$ cat src/rtl/multi_debouncer.sv
// multi_debouncer: NUM_CH independent synchroniser + stability-counter debouncers
// with one-cycle rise/fall pulses and a global-channel ready flag.
//
// Ports:
//   gch_clk, gch_reset (async, active-high), gch_ready (high after first edge),
//   bouncing[NUM_CH] raw pins, steady[NUM_CH] debounced levels,
//   rise/fall[NUM_CH] one-cycle accept pulses.
//   With MULTI_DEBOUNCER_EVENT_LATCH_EN defined, adds evt_clr[NUM_CH],
//   evt_pend[NUM_CH] sticky event flags and irq (registered |evt_pend).
module multi_debouncer #(
  parameter int NUM_CH      = 4,
  parameter int TOT_CKS     = 4,
  parameter int SYNC_STAGES = 2,
  parameter logic [NUM_CH-1:0] INIT_VAL = '0
) (
  input  logic              gch_clk,
  input  logic              gch_reset,
  output logic              gch_ready,
  input  logic [NUM_CH-1:0] bouncing,
  output logic [NUM_CH-1:0] steady,
  output logic [NUM_CH-1:0] rise,
  output logic [NUM_CH-1:0] fall
`ifdef MULTI_DEBOUNCER_EVENT_LATCH_EN
  ,
  input  logic [NUM_CH-1:0] evt_clr,
  output logic [NUM_CH-1:0] evt_pend,
  output logic              irq
`endif
);

  localparam int CW = $clog2(TOT_CKS + 1);
  localparam logic [CW-1:0] LAST = CW'(TOT_CKS - 1);

  logic [NUM_CH-1:0] sync_q [SYNC_STAGES];
  logic [NUM_CH-1:0] s;
  logic [CW-1:0]     cnt    [NUM_CH];
  logic [CW-1:0]     cnt_d  [NUM_CH];
  logic [NUM_CH-1:0] steady_d;
  logic [NUM_CH-1:0] rise_d;
  logic [NUM_CH-1:0] fall_d;

  assign s = sync_q[SYNC_STAGES-1];

  // Synchronisers reset to INIT_VAL so release never looks like an edge.
  always_ff @(posedge gch_clk or posedge gch_reset) begin
    if (gch_reset) begin
      for (int k = 0; k < SYNC_STAGES; k++)
        sync_q[k] <= INIT_VAL;
    end else begin
      sync_q[0] <= bouncing;
      for (int k = 1; k < SYNC_STAGES; k++)
        sync_q[k] <= sync_q[k-1];
    end
  end

  always_comb begin
    steady_d = steady;
    rise_d   = '0;
    fall_d   = '0;
    for (int i = 0; i < NUM_CH; i++) begin
      cnt_d[i] = cnt[i];
      if (gch_ready) begin
        if (s[i] != steady[i]) begin
          if (cnt[i] == LAST) begin
            steady_d[i] = s[i];
            cnt_d[i]    = '0;
            rise_d[i]   = s[i];
            fall_d[i]   = ~s[i];
          end else begin
            cnt_d[i] = cnt[i] + 1'b1;
          end
        end else begin
          // Any sample matching the current level restarts the count.
          cnt_d[i] = '0;
        end
      end
    end
  end

  always_ff @(posedge gch_clk or posedge gch_reset) begin
    if (gch_reset) begin
      gch_ready <= 1'b0;
      steady    <= INIT_VAL;
      rise      <= '0;
      fall      <= '0;
      for (int i = 0; i < NUM_CH; i++)
        cnt[i] <= '0;
    end else begin
      gch_ready <= 1'b1;
      steady    <= steady_d;
      rise      <= rise_d;
      fall      <= fall_d;
      for (int i = 0; i < NUM_CH; i++)
        cnt[i] <= cnt_d[i];
    end
  end

`ifdef MULTI_DEBOUNCER_EVENT_LATCH_EN
  logic [NUM_CH-1:0] pend_d;

  // Set is OR-ed after the clear so a new event beats a clear.
  assign pend_d = (evt_pend & ~evt_clr) | rise | fall;

  always_ff @(posedge gch_clk or posedge gch_reset) begin
    if (gch_reset) begin
      evt_pend <= '0;
      irq      <= 1'b0;
    end else begin
      evt_pend <= pend_d;
      irq      <= |pend_d;
    end
  end
`endif

endmodule

$ cat config.mk
export PLATFORM = sky130hd
export DESIGN_NAME = multi_debouncer
export DESIGN_NICKNAME = d
export VERILOG_FILES = /design/src/rtl/multi_debouncer.sv
export SDC_FILE = /design/constraint.sdc
export NUM_CORES = 1
export LEC_CHECK = 0
export CAP_MARGIN = 15
export CORE_ASPECT_RATIO = 0.75
export CORE_MARGIN = 2
export CORE_UTILIZATION = 43
export CTS_BUF_LIST = sky130_fd_sc_hd__clkbuf_8
export DETAILED_ROUTE_END_ITERATION = 10
export GPL_TIMING_DRIVEN = 0
export PLACE_DENSITY = 0.65
export REMOVE_ABC_BUFFERS = 1
export SLEW_MARGIN = 15
export SYNTH_ARGS = -nofsm -noshare
export SYNTH_HDL_FRONTEND = slang
export SYNTH_SLANG_ARGS = --single-unit
$ cat constraint.sdc
create_clock -name gch_clk -period 1.6 [get_ports gch_clk]
set_input_delay 0.24 -clock gch_clk [delete_from_list [all_inputs] [get_ports gch_clk]]
set_output_delay 0.24 -clock gch_clk [all_outputs]
set_load 0.02 [all_outputs]
==> After elaboration in Yosys (flattened, before gate mapping) <==
Cells that the tools add are included.
{ "op_classes": {"eq_ne": 8, "bitwise": 4, "mux": 32, "n_addsub": 4, "n_reduce_logical": 4} }
{ "op_table": {"columns": ["cell", "n"], "rows": [
  ["$mux 1", 24],
  ["$mux 3", 8],
  ["$add 3x1->3 const B", 4],
  ["$eq 3x2->1 const B", 4],
  ["$reduce_and 3->1", 4],
  ["$ne 1x1->1", 4],
  ["$not 1->1", 4]
]} }
{ "totals": {"ff_bits": 33, "word_cells": 65, "output_inout_bits": 13, "inputBits": 6} }

==> Longest topological paths before layout <==
Gate-level depths: netlist (run 1).
{ "depth": {"depth_word": 4, "mapped_depth": 4, "mapped_depth_nobuf": 3} }

==> Worst setup path after synthesis (run 1) <==
Ideal clock, no wire load.
{ "synth_timing": {"path_type": "register to register", "startpoint": "register gch_ready", "endpoint": "register steady[1]", "arrival_time_ns": 1.072, "slack_ns": 0.403, "period_less_slack_ns": 1.197, "path_stages_with_launch": 4, "path_buffers": 1, "setup_time_ns": 0.125, "required_ns": 1.475, "cell_sequence": "dfrtp_1 -> buf_6 -> nand3b_4 -> mux2_4"} }
{ "synth_via": {"elab_chain_len": 1} }
{ "synth_lines": {"columns": ["item", "line_no", "text"], "rows": [
  ["start, declared", "18", "output logic gch_ready,"],
  ["start signal, assigned", "82", "gch_ready <= 1'b0;"],
  ["start signal, assigned", "89", "gch_ready <= 1'b1;"],
  ["$reduce_and 3->1 (no line)", null, null],
  ["end signal, assigned", "90", "steady <= steady_d;"],
  ["end, declared", "20", "output logic [NUM_CH-1:0] steady,"]
]} }
No other way between the ends.
A chain may end at the register's enable or synchronous reset.

==> Final worst setup path (run 1) <==
{ "layout_timing": {"startpoint": "register steady[3]", "endpoint": "output steady[3]"} }
No word-level cell between the ends.

==> impl_metrics.toml, run 1 <==
[place]
gp_congestion = 0.736
dp.final_hpwl_mm = 1.37
io_buffers = 18
postPlaceCellArea_um2 = 1590

[worst_setup_path]
cp-start-kind = "flip-flop"
crit_buf_inv = 1
crit_path_end_kind = "output port"
worstPathRequired_ns = 1.36
slowest_delay_ns = 0.63
worstSetupPathType = "flip-flop to output port"
crit_path_cell_trace = "clkdlybuf4s50_1"
r2r_end = "steady[0]$_DFFE_PP0P_"
reg2reg_slack_ns = 0.38
cp_slowest_cell = "clkdlybuf4s50_1"
path_delay_family = "buffers and inverters"
rr_worst_depth = 3
crit_path_max_fanout = 5
timing.rr.start = "cnt[9]$_DFFE_PP0P_"
arrival_ns = 1.31

[layout]
ff_latch_area_um2 = 830
multi_input_area_um2 = 498
synthToLayoutAreaGrowth_pct = 22.1
final_common_cell = "dfrtp_1"
antennaDiodeCount = 0
fin_util = 0.563
stdcell_area_um2 = 1690
nFillCells = 256
drive_gt1_frac = 0.144
final_cell_mix = "dfrtp_1 (32), clkdlybuf4s50_1 (14), inv_1 (9)"
layout.nets = 135

[clock_tree]
insertion_delay_ns = 0.28
clkTransAtPathRegs_ns = 0.07
cts_tree = "done"
numCtsBuffers = 5
holdBufCountCts = 0
h-tree-depth = 2
root_buffer = "clkbuf_8"
cts_sinks = 33
clockBufferDepth = 2

[timing]
hold_viol_final = 0
timing.hold.ws_ns = 0.349
fin_crit_sh = 0.971
fmax_mhz = 644
finalCriticalPeriod_ns = 1.55
rsz0062_at_grt = "false"
finalClockSkew_ns = 0.00477
tightest_slew_ns = 0.663
setup_viol = 0
max_slew_margin = 0.557
drv_slew = 0

[grt]
grt_pass1_wl_mm = 3.88
grt_max_degree = 34
grt_use_total = 0.145
antenna_found_initial = 0
grt_overflow = 0
grt_pass1_vias = 872

[floorplanning]
io_pins = 19
start_util = 0.461
die_w_um = 69.5
rows = 17
core_um2 = 3000
die_area_um2 = 3690
die_h_um = 53.1

[routing]
drt-wirelength-per-cell_um = 13.0
ant_nets = 0
wl_mm = 2.11
drtPass1Iterations = 4
viasPerCell = 4.94
drt-initial-drc-count = 23
vias = 805
drc = 0

[synthesis]
synthMuxAreaShare = 0.0407
netlist_area_um2 = 1380
synth_top_family_by_area = "simple AND/OR/NAND/NOR gates"
synthAdderAreaFrac = 0.0362
yosys.area.top_type_share = 0.597
synth_compound_area_frac = 0.0759
yosys_warnings = 0
synth_xor_area_frac = 0.0253
syn_area_per_cell_um2 = 13.7
synthTopCellsByArea = "dfrtp_1 (60%), nand3b_4 (4.3%), nor3b_1 (4.3%), ha_1 (3.6%), nand2b_1 (3.6%)"
ys_ff_latch = 33
synthCells = 101
ys_types = 20
synth-simple-area-share = 0.179
synth_area_leader_cell = "dfrtp_1"
yosysSeqAreaShare = 0.597

[hold_path]
whs_path_depth = 0
min_from = "sync_q[4]$_DFF_PP0_"
min_to = "s[0]$_DFF_PP0_"
holdCritPathClass = "flip-flop to flip-flop"

[power_and_ir_drop]
leakagePower_nw = 0.820
peakVddDrop_uv = 675
finalPower_mw = 2.37
power_density_nw_per_um2 = 1400

[status]
status = "finished clean"

[run]
max-cap-violations = 0
## through the flow
step	instances	TNS, ns	worst slack [ns]
2_1_floorplan	99	0	0.105
3_3_place_gp	155	-4.00	-0.271
3_5_place_dp	155	-0.328	-0.318
4_1_cts	163	0	0.00601
5_1_grt	163	0	0.00120
6_report	163	0	0.0461
## how the worst max path moves through the flow
stage	start	endpoint	slack, ns	cells past startpoint
global route	steady[3]$_DFFE_PP0P_	steady[3]	0.001	1
detailed placement	gch_ready$_DFF_PP0_	gch_ready	-0.32	1
finish	steady[3]$_DFFE_PP0P_	steady[3]	0.05	1
global placement	gch_ready$_DFF_PP0_	gch_ready	-0.27	1
floorplan	gch_ready$_DFF_PP0_	steady[0]$_DFFE_PP0P_	0.10	2
CTS	steady[1]$_DFFE_PP0P_	steady[1]	0.006	1
## cells in the mapped netlist
library cell and number:
mux2_4 3, o32ai_1 2, buf_8 1, nand3b_1 1, nand2_1 4, nor3b_1 8
o31ai_1 4, ha_1 4, nand2b_1 8, dfrtp_1 33, buf_6 1, xnor2_1 4
nand3b_4 3, conb_1 1, or2b_1 4, mux2_2 1, nor2b_1 4, o22ai_1 4
inv_1 9, o32ai_2 2
## registers in the layout, summed over array words and instances (netlist names)
register   flops
steady         4
cnt           12
gch_ready      1
s              4
sync_q         4
fall           4
rise           4
## logic make-up (layout without fill, tap and decap cells)
group	after synthesis	in the layout
xor gates and xnor gates	4	4
other	1	1
buffers and inverters	11	35
adders and majority gates	4	4
AOI/OAI and AO/OA	12	12
DFF	33	33
muxes	4	4
and+or+nand+nor	32	32
## area by class of cell
| cell class | count | share of cell area |
|---|---|---|
| flip-flops and latches | 33 | 0.491 |
| repair buffers | 19 | 0.115 |
| well taps | 38 | 0.0281 |
| inverters | 9 | 0.0200 |
| multi-input cells | 57 | 0.295 |
| clock buffers | 6 | 0.0489 |
| clock inverters | 1 | 0.00222 |
## routing by layer
metal	track usage	routed length (um)
met5	0	0
met4	0.118	50
met3	0.0457	92
met2	0.236	1000
met1	0.161	968
## what timing repair did
action / in CTS / in global routing
setup endpoints to repair: 1 / 3
gates resized for setup: 3 / 3
setup buffers: 1 / 0
## report_power, final
part / switching [mW] / internal [mW] / leakage [nW]
clock: 0.273 / 0.334 / 0.0485
combinational: 0.296 / 0.343 / 0.345
sequential: 0.135 / 0.986 / 0.426
total: 0.704 / 1.66 / 0.820
(Power assumes the default switching activity.)
==> run 2, diff against run 1 <==
GPL_TIMING_DRIVEN = unset   (was 0)
==> run 2 against run 1 <==
Largest power group unchanged. Global-route usage decreased by 1.3 points. Via count increased by 0.62%. Combinational power increased by 1%. Critical endpoint is now gch_ready. Clock power increased by 29%. Count of clock-buffer cells in the layout unchanged. Critical path depth unchanged. Power increased by 7.5%. Register-to-register slack about the same. Maximum frequency increased by 6.5%. Cell area increased by 2.2%.
==> impl_metrics.toml, run 2 (synthesized netlist as in run 1, its figures left out) <==
[power_and_ir_drop]
power_density_nw_per_um2 = 1470
p_comb_frac = 0.254
sequentialPowerShare = 0.439
p_clk_frac = 0.307
netSwitchingFraction = 0.281
p_switching_mw = 0.716
p_int_mw = 1.83
peakVddDrop_uv = 656
leakagePower_nw = 0.852

[worst_setup_path]
path_delay_family = "buffers and inverters"
arrival_ns = 1.22
cp-start-kind = "flip-flop"
crit_path_end_kind = "output port"
crit_buf_inv = 1
crit_path_cell_trace = "clkdlybuf4s50_1"
worstPathRequired_ns = 1.36
cp_slowest_cell = "clkdlybuf4s50_1"
slowest_delay_ns = 0.60
worstSetupPathType = "flip-flop to output port"
crit_path_max_fanout = 2

[timing]
finalClockSkew_ns = 0.00603
drv_slew = 0
fin_crit_sh = 0.912
rsz0062_at_grt = "false"
finalCriticalPeriod_ns = 1.46
final.setup.tns_ns = 0
setup_viol = 0
hold_viol_final = 0
fmax_mhz = 685
setup_ws_ns = 0.140

[clock_tree]
clockBufferDepth = 2
cts_sinks = 33
root_buffer = "clkbuf_8"
numCtsBuffers = 5
clkTransAtPathRegs_ns = 0.06
cts_tree = "done"
cts_setup_buffers = 0
h-tree-depth = 2
holdBufCountCts = 0
insertion_delay_ns = 0.28

[layout]
synthToLayoutAreaGrowth_pct = 24.8
fin_util = 0.576
largest_reg_flops = 12
final_common_cell = "dfrtp_1"
final_cell_mix = "dfrtp_1 (33), clkdlybuf4s50_1 (14), inv_1 (10)"
drive_gt1_frac = 0.142
layout.nets = 136
largest_register = "cnt"
antennaDiodeCount = 0

[routing]
ant_nets = 0
drtPass1Iterations = 4
drt-wirelength-per-cell_um = 12.7
vias = 810
drt-initial-drc-count = 10
viasPerCell = 4.91
wl_mm = 2.10
drc = 0

[floorplanning]
die_h_um = 53.1
core_um2 = 3000
die_area_um2 = 3690
rows = 17
die_w_um = 69.5
start_util = 0.461
io_pins = 19

[place]
dp.final_hpwl_mm = 1.48
place_ws_ns = 0.327
gp_congestion = 0.742
io_buffers = 18

[grt]
antenna_found_initial = 0
grt_max_degree = 34
grt_use_total = 0.133
grt_pass1_vias = 805
grt_pass1_wl_mm = 3.51
grt_overflow = 0

[status]
status = "finished clean"

[run]
max-cap-violations = 0

[hold_path]
holdCritPathClass = "input port to asynchronous set/reset pin"
run 2: cell count changes in the layout (fill, tap and decap cells not counted):
| cell | change |
|---|---|
| buf_4 | +1 |
| bufinv_16 | +1 |
| dfrtp_1 | +1 |
| dfrtp_4 | -1 |
| dlygate4sd2_1 | -1 |
| dlymetal6s2s_1 | +1 |
| inv_1 | +1 |
| inv_2 | -1 |
run 2: metal layers:
metal	vias up	wire length [um]	track usage
li1	391	-	-
met1	398	958	0.138
met2	16	999	0.231
met3	5	108	0.0552
met4	0	37	0.0784
met5	-	0	0
run 2: path summary, 6_finish.rpt:
kind                                startpoint               endpoint  slack [ns]  cells after the start
setup / recovery           gch_ready$_DFF_PP0_              gch_ready        0.14                      1
hold / removal                       gch_reset         s[0]$_DFF_PP0_        0.35                      3
setup reg to reg            cnt[9]$_DFFE_PP0P_  steady[0]$_DFFE_PP0P_        0.37                      3
hold reg to reg            sync_q[4]$_DFF_PP0_         s[0]$_DFF_PP0_        0.35                      0
max in group asynchronous            gch_reset         s[3]$_DFF_PP0_        0.96                      3
min in group gch_clk       sync_q[4]$_DFF_PP0_         s[0]$_DFF_PP0_        0.35                      0
run 2: timing repair:
action                                  4_1_cts  5_1_grt
gates resized for setup                       0        4
endpoints found under the setup margin        0        4
hold endpoints to repair                      0        0
run 2: cell type report:
cell class	count	area, um2
tap	38	47.5
multi-input combinational	57	498
fill	247	1270
clock buffer	6	82.6
sequential	33	826
timing repair buffer	20	205
inverter	9	33.8
clock inverter	2	33.8
run 2: through the flow:
step | instance area (um2) | power [mW] | hold slack (ns) | instances
6_report | 1730 | 2.55 | 0.350 | 165
3_5_place_dp | 1600 | 1.79 | 0.337 | 157
3_3_place_gp | 1600 | 1.75 | 0.334 | 157
2_1_floorplan | 1360 | 1.57 | 0.271 | 99
4_1_cts | 1720 | 2.59 | 0.353 | 165
5_1_grt | 1730 | 2.70 | 0.359 | 165
run 2: power groups by stage:
stage          sequential, mW  clock [mW]  combinational, mW
6_report                 1.12       0.782              0.646
5_1_grt                  1.14       0.847              0.713
4_1_cts                  1.12       0.804              0.666
3_5_place_dp             1.13           0              0.664
3_3_place_gp             1.11           0              0.637
2_1_floorplan            1.17           0              0.399
